`config.mk`:
```
export PLATFORM = sky130hd
export DESIGN_NAME = ball_motion_ctrl
export DESIGN_NICKNAME = d
export VERILOG_FILES = /design/src/rtl/ball_motion_ctrl.sv
export SDC_FILE = /design/constraint.sdc
export NUM_CORES = 1
export LEC_CHECK = 0
export CORE_MARGIN = 2
export CORE_UTILIZATION = 55
export DETAILED_ROUTE_END_ITERATION = 10
export PLACE_DENSITY = 0.9
export SETUP_SLACK_MARGIN = 0.2
export SLEW_MARGIN = 20
export SYNTH_ARGS = -nofsm -noshare
export SYNTH_HDL_FRONTEND = slang
export SYNTH_SLANG_ARGS = --single-unit
```
`constraint.sdc`:
```
create_clock -name clk -period 8.6 [get_ports clk]
set_input_delay 2.15 -clock clk [delete_from_list [all_inputs] [get_ports clk]]
set_output_delay 2.15 -clock clk [all_outputs]
set_load 0.05 [all_outputs]
```
`src/rtl/ball_motion_ctrl.sv`:
```
// rtl/ball_motion_ctrl.sv - ball position engine: prescaled fall, clamped steering, land/pause/respawn
// Outputs are registered directly from the state registers; x/y candidates are formed combinationally.
module ball_motion_ctrl #(
   parameter int X_W         = 10,
   parameter int Y_W         = 9,
   parameter int X_MIN       = 84,
   parameter int X_MAX       = 596,
   parameter int X_INIT      = 340,
   parameter int Y_TOP       = 0,
   parameter int Y_BOTTOM    = 479,
   parameter int X_STEP      = 1,
   parameter int Y_STEP      = 1,
   parameter int TICK_DIV    = 1,
   parameter int PAUSE_TICKS = 4
) (
   input  logic           clk,
   input  logic           reset,
   input  logic           start,
   input  logic           left,
   input  logic           right,
   input  logic           fast,
   output logic [X_W-1:0] x_ball,
   output logic [Y_W-1:0] y_ball,
   output logic [1:0]     state,
   output logic           landed
);

   localparam int TCW = (TICK_DIV > 1) ? $clog2(TICK_DIV) : 1;
   localparam int PCW = (PAUSE_TICKS > 1) ? $clog2(PAUSE_TICKS) : 1;
   localparam int XE  = X_W + 1;
   localparam int YE  = Y_W + 1;

   localparam logic [TCW-1:0] TICK_LAST  = TCW'(TICK_DIV - 1);
   localparam logic [PCW-1:0] PAUSE_LAST = PCW'(PAUSE_TICKS - 1);
   localparam logic [XE-1:0]  XMIN_E     = XE'(X_MIN);
   localparam logic [XE-1:0]  XMAX_E     = XE'(X_MAX);
   localparam logic [X_W-1:0] XMIN_V     = X_W'(X_MIN);
   localparam logic [X_W-1:0] XMAX_V     = X_W'(X_MAX);
   localparam logic [X_W-1:0] XINIT_V    = X_W'(X_INIT);
   localparam logic [X_W-1:0] XSTEP_V    = X_W'(X_STEP);
   localparam logic [X_W-1:0] XSTEP2_V   = X_W'(2 * X_STEP);
   localparam logic [YE-1:0]  YSTEP_E    = YE'(Y_STEP);
   localparam logic [YE-1:0]  YBOT_E     = YE'(Y_BOTTOM);
   localparam logic [Y_W-1:0] YBOT_V     = Y_W'(Y_BOTTOM);
   localparam logic [Y_W-1:0] YTOP_V     = Y_W'(Y_TOP);

   typedef enum logic [1:0] {
      ST_IDLE  = 2'd0,
      ST_RUN   = 2'd1,
      ST_PAUSE = 2'd2
   } state_t;

   state_t         state_q;
   logic [X_W-1:0] x_q, x_d;
   logic [Y_W-1:0] y_q, y_d;
   logic           landed_q;
   logic [TCW-1:0] tick_cnt_q;
   logic [PCW-1:0] pause_cnt_q;

   logic           tick;
   logic           floor_hit;
   logic [X_W-1:0] step_v;
   logic [XE-1:0]  x_add_e;
   logic [YE-1:0]  y_sum_e;

   assign tick = (tick_cnt_q == TICK_LAST);

   // Comparisons carry one extra bit so neither clamp can be defeated by wrap-around.
   always_comb begin
      step_v    = fast ? XSTEP2_V : XSTEP_V;
      x_add_e   = {1'b0, x_q} + {1'b0, step_v};
      x_d       = x_q;
      if (left && !right) begin
         x_d = ({1'b0, x_q} >= (XMIN_E + {1'b0, step_v})) ? (x_q - step_v) : XMIN_V;
      end else if (right && !left) begin
         x_d = (x_add_e <= XMAX_E) ? x_add_e[X_W-1:0] : XMAX_V;
      end
      y_sum_e   = {1'b0, y_q} + YSTEP_E;
      floor_hit = (y_sum_e >= YBOT_E);
      y_d       = floor_hit ? YBOT_V : y_sum_e[Y_W-1:0];
   end

   always_ff @(posedge clk) begin
      if (reset) begin
         state_q     <= ST_IDLE;
         x_q         <= XINIT_V;
         y_q         <= YTOP_V;
         landed_q    <= 1'b0;
         tick_cnt_q  <= '0;
         pause_cnt_q <= '0;
      end else begin
         landed_q   <= 1'b0;
         tick_cnt_q <= tick ? '0 : tick_cnt_q + 1'b1;
         case (state_q)
            ST_IDLE: begin
               x_q <= XINIT_V;
               y_q <= YTOP_V;
               if (start) state_q <= ST_RUN;
            end
            ST_RUN: begin
               if (tick) begin
                  x_q <= x_d;
                  y_q <= y_d;
                  if (floor_hit) begin
                     landed_q    <= 1'b1;
                     state_q     <= ST_PAUSE;
                     pause_cnt_q <= '0;
                  end
               end
            end
            ST_PAUSE: begin
               if (tick) begin
                  if (pause_cnt_q == PAUSE_LAST) begin
                     y_q         <= YTOP_V;
                     pause_cnt_q <= '0;
                     state_q     <= ST_RUN;
                  end else begin
                     pause_cnt_q <= pause_cnt_q + 1'b1;
                  end
               end
            end
            default: state_q <= ST_IDLE;
         endcase
      end
   end

   assign x_ball = x_q;
   assign y_ball = y_q;
   assign state  = state_q;
   assign landed = landed_q;

endmodule

```
# [Yosys cells after proc, flatten, opt, wreduce, memory -nomap -nowiden]
# Index checks and enable logic that the tools add are counted.
# Widths: inputs -> output; s select.
[totals] regBits=25 inputBits=6 output_inout_bits=22 elab_cells=64
[op_classes] n_addsub=6 n_lt_le_gt_ge=3 n_eq_ne=9 muxes=24 bitwise_logic=2 n_reduce_logical=14
[ops] cell="$mux 10" n=5
[ops] cell="$mux 9" n=4
[ops] cell="$pmux 9 s3" n=1
[ops] cell="$mux 2" n=10
[ops] cell="$pmux 10 s2" n=1
[ops] cell="$add 10x2->11" n=1
[ops] cell="$le 11x10->1 const B" n=1
[ops] cell="$add 9x1->10 const B" n=1
[ops] cell="$ge 10x8->1" n=1
[ops] cell="$ge 10x9->1 const B" n=1
[ops] cell="$ne 2x2->1 const B" n=5
[ops] cell="$sub 10x2->10" n=1
[ops] cell="$add 7x2->8 const A" n=1
[ops] cell="$reduce_and 4->1" n=2
[ops] cell="$pmux 2 s3" n=1
[ops] cell="$reduce_and 5->1" n=1
[ops] cell="$eq 2x2->1 const B" n=2
[ops] cell="$pmux 2 s2" n=1
[ops] cell="$reduce_bool 2->1" n=2
[ops] cell="$ne 3x3->1 const B" n=1
[ops] cell="$reduce_and 3->1" n=1
[ops] cell="$reduce_bool 3->1" n=1
[ops] cell="$reduce_or 3->1" n=1
[ops] cell="$add 2x1->2 const B" n=1
[ops] cell="8 further kinds" n=11

# [Depth between registers and ports, before layout]
[logic_depth] word_depth=8 depth_mapped=11 depth_no_buf=11

# [Least setup slack after synthesis]
# Ideal clock, no wire load.
[synth_path] kind="input port to flip-flop" startpoint="in fast" endpoint="reg x_q[1], in the netlist x_ball[1]" setup_time_ns=0.128 t_arrival_ns=4.224 required_time_ns=8.472 path_slack_ns=4.249 cell_stages=11 path_buffers=0 cell_sequence="inv_1 -> ha_1 -> inv_1 -> fa_1 -> a21oi_1 -> a2bb2oi_1 -> or4b_1 -> o311a_1 -> o211a_1 -> a32oi_1 -> nor2_1"
[synth_via] elab_chain_len=8 word_cells_on_any_way=12 classes_between="3 x add/sub; 2 x order compare; 7 x mux"
[synth_lines] element="from (decl)" line_no="21" rtl="input logic fast,"
[synth_lines] element="$mux 2 (*)" line_no="70" rtl="step_v = fast ? XSTEP2_V : XSTEP_V;"
[synth_lines] element="$add 10x2->11" line_no="71" rtl="x_add_e = {1'b0, x_q} + {1'b0, step_v};"
[synth_lines] element="$le 11x10->1" line_no="76" rtl="x_d = (x_add_e <= XMAX_E) ? x_add_e[X_W-1:0] : XMAX_V;"
[synth_lines] element="$mux 10" line_no="76"
[synth_lines] element="$mux 10" line_no="75" rtl="end else if (right && !left) begin"
[synth_lines] element="$mux 10 (*)" line_no="73" rtl="if (left && !right) begin"
[synth_lines] element="$mux 10 (*)" line_no="101" rtl="if (tick) begin"
[synth_lines] element="$pmux 10 s2 (*)" line_no="94" rtl="case (state_q)"
[synth_lines] element="to (signal assigned)" line_no="86" rtl="x_q <= XINIT_V;"
[synth_lines] element="to (signal assigned)" line_no="96" rtl="x_q <= XINIT_V;"
[synth_lines] element="to (signal assigned)" line_no="102" rtl="x_q <= x_d;"
[synth_lines] element="to (decl)" line_no="54" rtl="logic [X_W-1:0] x_q, x_d;"
# Every way passes the cells marked *; elsewhere a longest branch is shown, timed or not. The select of a mux whose other input is x is not followed.
# A chain may end at the register's enable or synchronous reset.

# [Final worst setup path]
# Same ends and word-level chain as after synthesis.

==> metrics <==
Max Clock Skew 0.00382 ns; CP endpoint kind flop; # port buffers 27; worst-path fanout max 8; Final Hold Fails 0; die height 64.0 um; Detailed Route WL 4750 um; Initial Utilization 58.5%; depth of the CTS H-tree 1; dpl ws 3.46 ns; Area after DPL 2210 um2; First DRT Iteration DRCs 146; Synth Register Bits 25; fin worst setup slack 3.78 ns; Synth cell types 61; ANT cells 0; post-route cell area 2240 um2; vias in the first global route 1,737; DR vias 1,999; RSZ-0062 raised after global routing false; Max Cap Violations 0; Die X 64.0 um; gr usage total 24.6%; ys flop type dfxtp_1; Overflow after GRT 0; area delta synth->final 12.9%; Antenna Nets Post-Route 0; global-route wire length before repair 8160 um; Final HPWL DP 3530 um; Cell Area, Synth 1980 um2; Post-synth EDFFs 0; Num CTS Buffers 3; Layout Nets 292; Post-CTS Resized 0; Critical Path RT 8.80 ns; antenna violations before repair 0; status finished clean; syn avg cell area 7.56 um2; total power divided by cell area 110 nW/um2; first drt pass iteration count 4; Tot Pwr 0.247 mW; commonest cells after routing, fill and taps aside clkdlybuf4s50_1 (27), dfxtp_1 (25), nor2_1 (23), o21ai_0 (23), nand2_1 (18); io pins 28; layout cells sized above 1 4.36%; cts hold-fix bufs 0; row count 21; asr flop ratio synth 0%; CTS max path bufs 2; pin count of the biggest net entering global routing 18; setup bufs post-CTS 0; Core ar. 3390 um2; hold depth 2; CP arrival 5.02 ns; Rel. slew slack 54.0%; DRC Markers 0; Seq/Total Area, Yosys 25.3%; post-synthesis instance total 262; Setup TNS Final 0 ns; RePlAce Congestion 0.972; Tightest Pin Transition 0.687 ns; Via-to-Cell Ratio 6.23; commonest non-fill, non-tap cell in the layout clkdlybuf4s50_1; Crit Path Category primary input to flop; FF-to-FF path depth 11; final slew viol count 0; clock sinks 25; worst skew pair latency 0.32 ns; die area 4100 um2; Pleak 0.873 nW; min Tclk post-route 4.82 ns; Worst-path clk slew 0.13 ns; yosys warns 0; Critical Path Start Type primary input; CTS tree done; wire per inst 14.8 um; CTS Root Cell clkbuf_4; period utilization 56.1%; Hold Crit Class flop to flop; final setup violation count 0; Max VDD drop 0.116 mV; f_max 207 MHz; syn nets 278
==> layer usage <==
layer / wire length, um / part of all wire [%] / track usage (%)
met1: 2170 / 46 / 34.1
met2: 2150 / 45 / 38.8
met3: 374 / 7.9 / 5.28
met4: 55 / 1.2 / 5.98
met5: 0 / 0 / 0
==> cells in the mapped netlist, drive strengths merged (2+ instances only) <==
cell type  count  area (um2)
a211o          2        18.8
a211oi         2        15.0
a21boi         4        30.0
a21o           4        30.0
a21oi         12        60.1
a31oi          9        56.3
a32oi          3        33.8
and2           2        12.5
and3           4        30.0
and4           3        28.8
buf            8        58.8
clkbuf        10        38.8
dfxtp         25         500
fa             2        40.0
ha             8         100
inv           16        60.1
mux2i          2        20.0
nand2         18        67.6
nand3         13        70.1
nand4          9        56.3
nor2          23        86.3
nor2b          6        37.5
nor3           9        45.0
nor3b          3        22.5
o211a          2        20.0
o21a           6        45.0
o21ai         24         124
or2            2        12.5
xnor2          6        52.6
xor2           3        26.3
==> critical path, stage by stage <==
cell,delay [ns]
clkdlybuf4s50_1,0.48
inv_1,0.20
ha_1,0.17
inv_1,0.06
fa_1,0.43
a21oi_1,0.17
a2bb2oi_1,0.22
or4b_1,0.45
o311a_1,0.17
o211a_1,0.23
a32oi_1,0.22
nor2_1,0.06
==> layout make-up <==
type	instances	area (um2)
repair buffers	27	270
fillers	279	1150
clock buffers	4	26.3
flip-flops and latches	25	500
well taps	46	57.6
multi-input cells	203	1320
inverters	16	60.1
==> sequential cells by signal, indices dropped and copies added (netlist names) <==
name / cells
x_ball: 10
y_ball: 9
pause_cnt_q: 2
state: 2
landed: 1
tick_cnt_q: 1
==> metrics by stage <==
| step | hold slack [ns] | cells | utilization (%) |
|---|---|---|---|
| 2_1_floorplan | 0.502 | 262 | - |
| 3_3_place_gp | 0.489 | 317 | 65.3 |
| 3_5_place_dp | 0.492 | 317 | 65.3 |
| 4_1_cts | 0.515 | 321 | 66.0 |
| 5_1_grt | 0.542 | 321 | 66.0 |
| 6_report | 0.504 | 321 | 66.0 |
==> worst paths after layout <==
check / from / slack [ns] / to
setup / recovery: fast / 3.78 / x_ball[1]$_SDFFE_PP0P_
hold / removal: x_ball[0]$_SDFFE_PP0P_ / 0.50 / x_ball[0]$_SDFFE_PP0P_
setup reg to reg: x_ball[0]$_SDFFE_PP0P_ / 5.90 / x_ball[1]$_SDFFE_PP0P_
hold reg to reg: x_ball[0]$_SDFFE_PP0P_ / 0.50 / x_ball[0]$_SDFFE_PP0P_
==> cells by family (layout without fill, tap and decap cells) <==
| family | Yosys count | count (layout) | share of synthesized area [%] |
|---|---|---|---|
| XOR/XNOR | 9 | 9 | 3.98 |
| other | 1 | 1 | 0.189 |
| adder cells (fa/ha/maj) | 11 | 11 | 7.64 |
| AO/OA/AOI/OAI | 81 | 81 | 27.4 |
| AND/OR/NAND/NOR | 99 | 99 | 26.6 |
| buffers and inverters | 34 | 47 | 7.95 |
| flip-flops | 25 | 25 | 25.3 |
| multiplexers | 2 | 2 | 1.01 |
==> where the power goes <==
part | leakage [nW] | internal, mW | switching, mW
Sequential | 0.202 | 0.119 | 0.00704
Clock | 0.0150 | 0.0182 | 0.0353
Combinational | 0.656 | 0.0237 | 0.0439
Note: power is estimated with default switching activity, not from simulation.
